$ cat src/rtl/seg_display_arbiter.sv
// seg_display_arbiter
// Round-robin owner selection for the shared two-digit seven-segment driver,
// with a minimum dwell time under contention. The winning requester's 8-bit
// value is registered onto value_out.
// Optional feature macro: SEG_ARB_LOCK_EN (adds a 'lock' input that freezes
// dwell-based rotation while the owner keeps requesting).
//
// state | meaning
// IDLE  | nobody owns the display, grant=0, blank=1, value_out held
// SHOW  | owner_q drives value_out every cycle, cnt_q holds remaining dwell

module seg_display_arbiter #(
  parameter int NREQ    = 4,
  parameter int DWELL   = 50_000_000,
  parameter int DWELL_W = 26
) (
  input  logic                clk,
  input  logic                rst_n,
`ifdef SEG_ARB_LOCK_EN
  input  logic                lock,
`endif
  input  logic [NREQ-1:0]     req,
  input  logic [8*NREQ-1:0]   value_in,
  output logic [7:0]          value_out,
  output logic                blank,
  output logic [NREQ-1:0]     grant,
  output logic                switch_stb
);

  localparam int IDX_W = (NREQ > 1) ? $clog2(NREQ) : 1;

  typedef enum logic {S_IDLE, S_SHOW} state_t;

  state_t                state_q, state_d;
  logic [IDX_W-1:0]      owner_q, owner_d;
  logic [IDX_W-1:0]      last_q, last_d;
  logic [DWELL_W-1:0]    cnt_q, cnt_d;
  logic [NREQ-1:0]       grant_q, grant_d;
  logic [7:0]            value_out_q, value_out_d;
  logic                  blank_q, blank_d;
  logic                  switch_stb_q, switch_stb_d;

  logic [7:0]            slice [NREQ];
  logic                  pick_found;
  logic [IDX_W-1:0]      pick_idx;
  logic [IDX_W-1:0]      cand;
  logic                  lock_hold;
  logic                  take;

  genvar gi;
  generate
    for (gi = 0; gi < NREQ; gi++) begin : g_slice
      assign slice[gi] = value_in[8*gi +: 8];
    end
  endgenerate

`ifdef SEG_ARB_LOCK_EN
  assign lock_hold = lock;
`else
  assign lock_hold = 1'b0;
`endif

  // Round-robin search starting one past the last owner, wrapping around.
  always_comb begin
    pick_found = 1'b0;
    pick_idx   = '0;
    cand       = '0;
    for (int k = 1; k <= NREQ; k++) begin
      cand = IDX_W'((int'(last_q) + k) % NREQ);
      if (!pick_found && req[cand]) begin
        pick_found = 1'b1;
        pick_idx   = cand;
      end
    end
  end

  // Next-state and output computation for the IDLE/SHOW scheduler.
  always_comb begin
    state_d      = state_q;
    owner_d      = owner_q;
    last_d       = last_q;
    cnt_d        = cnt_q;
    grant_d      = grant_q;
    value_out_d  = value_out_q;
    blank_d      = blank_q;
    switch_stb_d = 1'b0;
    take         = 1'b0;

    case (state_q)
      S_IDLE: begin
        grant_d = '0;
        blank_d = 1'b1;
        if (pick_found) take = 1'b1;
      end
      S_SHOW: begin
        value_out_d = slice[owner_q];
        if (!req[owner_q]) begin
          // Owner released: hand over at once, or fall back to IDLE with
          // value_out left at its last value.
          if (pick_found) begin
            take = 1'b1;
          end else begin
            state_d     = S_IDLE;
            grant_d     = '0;
            blank_d     = 1'b1;
            value_out_d = value_out_q;
          end
        end else if ((cnt_q == '0) && ((req & ~grant_q) != '0) && !lock_hold) begin
          take = 1'b1;
        end else if (cnt_q != '0) begin
          cnt_d = cnt_q - 1'b1;
        end
      end
      default: begin
        state_d = S_IDLE;
      end
    endcase

    if (take) begin
      state_d           = S_SHOW;
      grant_d           = '0;
      grant_d[pick_idx] = 1'b1;
      owner_d           = pick_idx;
      last_d            = pick_idx;
      value_out_d       = slice[pick_idx];
      blank_d           = 1'b0;
      cnt_d             = DWELL_W'(DWELL - 1);
      switch_stb_d      = 1'b1;
    end
  end

  // State register with synchronous active-low reset.
  always_ff @(posedge clk) begin
    if (!rst_n) begin
      state_q      <= S_IDLE;
      owner_q      <= '0;
      last_q       <= IDX_W'(NREQ - 1);
      cnt_q        <= '0;
      grant_q      <= '0;
      value_out_q  <= 8'h00;
      blank_q      <= 1'b1;
      switch_stb_q <= 1'b0;
    end else begin
      state_q      <= state_d;
      owner_q      <= owner_d;
      last_q       <= last_d;
      cnt_q        <= cnt_d;
      grant_q      <= grant_d;
      value_out_q  <= value_out_d;
      blank_q      <= blank_d;
      switch_stb_q <= switch_stb_d;
    end
  end

  assign grant      = grant_q;
  assign value_out  = value_out_q;
  assign blank      = blank_q;
  assign switch_stb = switch_stb_q;

endmodule

$ cat config.mk
export PLATFORM = sky130hd
export DESIGN_NAME = seg_display_arbiter
export DESIGN_NICKNAME = d
export VERILOG_FILES = /design/src/rtl/seg_display_arbiter.sv
export SDC_FILE = /design/constraint.sdc
export NUM_CORES = 1
export LEC_CHECK = 0
export CAP_MARGIN = 20
export CORE_ASPECT_RATIO = 1.75
export CORE_MARGIN = 2
export CORE_UTILIZATION = 53
export CTS_CLUSTER_DIAMETER = 30
export DETAILED_ROUTE_END_ITERATION = 10
export PLACE_DENSITY = 0.91
export SLEW_MARGIN = 25
export SYNTH_ARGS = -nofsm -noshare
export SYNTH_HDL_FRONTEND = slang
export SYNTH_SLANG_ARGS = --single-unit
$ cat constraint.sdc
create_clock -name clk -period 3.55 [get_ports clk]
set_clock_uncertainty 0.2 [all_clocks]
set_input_delay 0.71 -clock clk [delete_from_list [all_inputs] [get_ports clk]]
set_output_delay 0.71 -clock clk [all_outputs]
set_load 0.1 [all_outputs]
==> flow_summary.json <==
{
  "start_util_pct": 54.4,
  "synth_flop_cell": "dfxtp_1",
  "required_ns": 3.55,
  "drcViolationCount": 0,
  "fp.dieH_um": 103,
  "dr.pass1.iters": 5,
  "via_count": 3153,
  "regArea_um2": 901,
  "ctsResizeCount": 0,
  "p_int_w": 0.00103,
  "rows": 36,
  "crit_fanout": 13,
  "cts_tree": "done",
  "syn-cell-area_mm2": 0.00299,
  "critical_path_class": "flip-flop to flip-flop",
  "cts_num_sinks": 45,
  "fin_crit_sh_pct": 88.1,
  "pwr-share-clk_pct": 20.0,
  "fmax_mhz": 320,
  "dpl.cell_count": 456,
  "utilization_pct": 66.8,
  "rsz0062_at_grt": "false",
  "fin_tns_setup_ns": 0,
  "p_seq_share_pct": 36.0,
  "final_common_cell": "dfxtp_1",
  "grt_pass1_vias": 3017,
  "cp-end-kind": "flip-flop",
  "syn_area_per_cell_um2": 8.82,
  "area_delta_synth_final_pct": 22.7,
  "drtIter0Drc": 291,
  "gp_congestion": 0.880,
  "p_leak_nw": 1.23,
  "final_net_count": 426,
  "io_pins": 52,
  "viasPerCell": 6.80,
  "clk_latency_ns": 0.30,
  "synth_edf_count": 0,
  "cts_hold_buf": 0,
  "die_w_um": 60.8,
  "synthTopCellsByArea": "dfxtp_1 (30%), mux4_2 (7.5%), o31ai_1 (4.8%), nand2_1 (3.6%), a21oi_1 (3.3%)",
  "worst_pin_slew_ns": 0.685,
  "crit_arrival_ns": 3.13,
  "die_area_mm2": 0.00628,
  "seq_area_frac_synth_pct": 30.1,
  "numCtsBuffers": 5,
  "antenna_left": 0,
  "clk_pin_slew_ns": 0.08,
  "ff2ff_setup_slack_ns": 0.42,
  "multi_input_area_mm2": 0.00193,
  "synth_top_area_share_pct": 30.1,
  "grt_antenna_before_repair": 0,
  "synth_nets": 378,
  "yosysTopAreaCell": "dfxtp_1",
  "dp_hpwl_um": 6320,
  "power.density_mw_per_mm2": 485,
  "ir_drop_v": 0.000381,
  "fin_cells": 464,
  "cap_violations": 0,
  "post_cts_buffers": 0,
  "diodes": 0,
  "max-clock-path-buffers": 2,
  "power.share.combinational_pct": 44.0,
  "grt_pass1_wl_um": 13900,
  "ys_ff_latch": 45,
  "period_needed_ns": 3.13,
  "core_area_mm2": 0.00550,
  "maxSlewHeadroom_pct": 54.2,
  "port_buffers": 51,
  "totalPowerFinal_w": 0.00178,
  "drive_gt1_share_pct": 17.8,
  "wl_per_cell_um": 18.4,
  "root_buffer": "clkbuf_8",
  "async_flop_share_pct": 0,
  "setup_viol": 0,
  "hold_violations": 0,
  "slew_violations": 0,
  "synthDistinctLibCells": 57,
  "final_cell_mix": "dfxtp_1 (45), clkdlybuf4s50_1 (37), buf_4 (32)",
  "grt_util_all_layers_pct": 28.8,
  "status": "finished, final reports clean",
  "final.fill_count": 466,
  "htreeDepth": 2,
  "hold_class": "flip-flop to flip-flop",
  "p_switching_w": 0.000753,
  "start_kind": "flip-flop",
  "totalWireLength_um": 8560,
  "grt_max_degree": 22,
  "netlist_instances": 339,
  "overflow": 0,
  "netSwitchingFraction_pct": 42.3,
  "ys_warn_count": 0
}
per-stage QoR:
stage	cell area [um^2]	hold WS (ns)	setup WS [ns]
detailed placement	3570	0.261	0.239
global placement	3570	0.264	0.329
finish	3670	0.286	0.422
floorplan	2990	0.251	0.731
CTS	3670	0.291	0.450
global route	3670	0.312	0.271
critical path, cell delays in order (launching register included):
cell and delay, ns:
dfxtp_1 0.37, or4_4 0.60, or4_4 0.59, o41ai_4 0.67, nand2_4 0.22, a221o_1 0.39
layout make-up:
class / instances / share of cell area (%)
multi-input combinational: 258 / 52.6
sequential: 45 / 24.6
timing repair buffer: 69 / 16.6
clock buffer: 7 / 2.63
tap: 76 / 2.59
inverter: 8 / 0.819
clock inverter: 1 / 0.136
power groups by stage:
stage	sequential [W]	clock (W)	combinational, W
after floorplan	0.000834	0	0.000378
after global placement	0.000647	0	0.000754
after detailed placement	0.000647	0	0.000770
after CTS	0.000638	0.000354	0.000772
after global routing	0.000649	0.000375	0.000825
final	0.000640	0.000356	0.000783
flip-flops by register name (all words and copies together) (netlist names):
register and flops:
grant 4, last_q 2, cnt_q 26, state_q 1, value_out 8, blank 1, owner_q 2, switch_stb 1
synth_stat cells (7+ instances only):
master and instances:
o21ai_0 13, nand4_1 7, nand2_1 29, nor2_1 9, dfxtp_1 45, nor3_1 8
o31ai_1 19, nand3_1 10, or3_1 10, a21oi_1 20, clkbuf_1 17, a41oi_1 8
a31oi_1 10, or4_1 11, inv_1 8, mux4_2 10
routing by layer:
metal	GRT usage, %	vias to the layer above	wire (um)
met3	4.48	40	563
met4	19.6	0	451
met1	29.6	1479	2920
li1	-	1454	-
met5	0	-	0
met2	51.3	180	4630
cell families after synthesis:
family	share of synthesized area, %
compound gates	32.2
simple gates	23.3
flops	30.1
buf+inv	5.52
mux	7.53
xor+xnor	0.879
fa+ha+maj	0.418
worst paths after layout:
path / to / startpoint / cells past startpoint
worst max-delay path: last_q[1] / cnt_q[6] / 5
worst min-delay path: cnt_q[9] / cnt_q[9] / 2
worst max register to register: last_q[1] / cnt_q[6] / 5
worst min register to register: cnt_q[9] / cnt_q[9] / 2
Note: power is estimated with default switching activity, not from simulation.
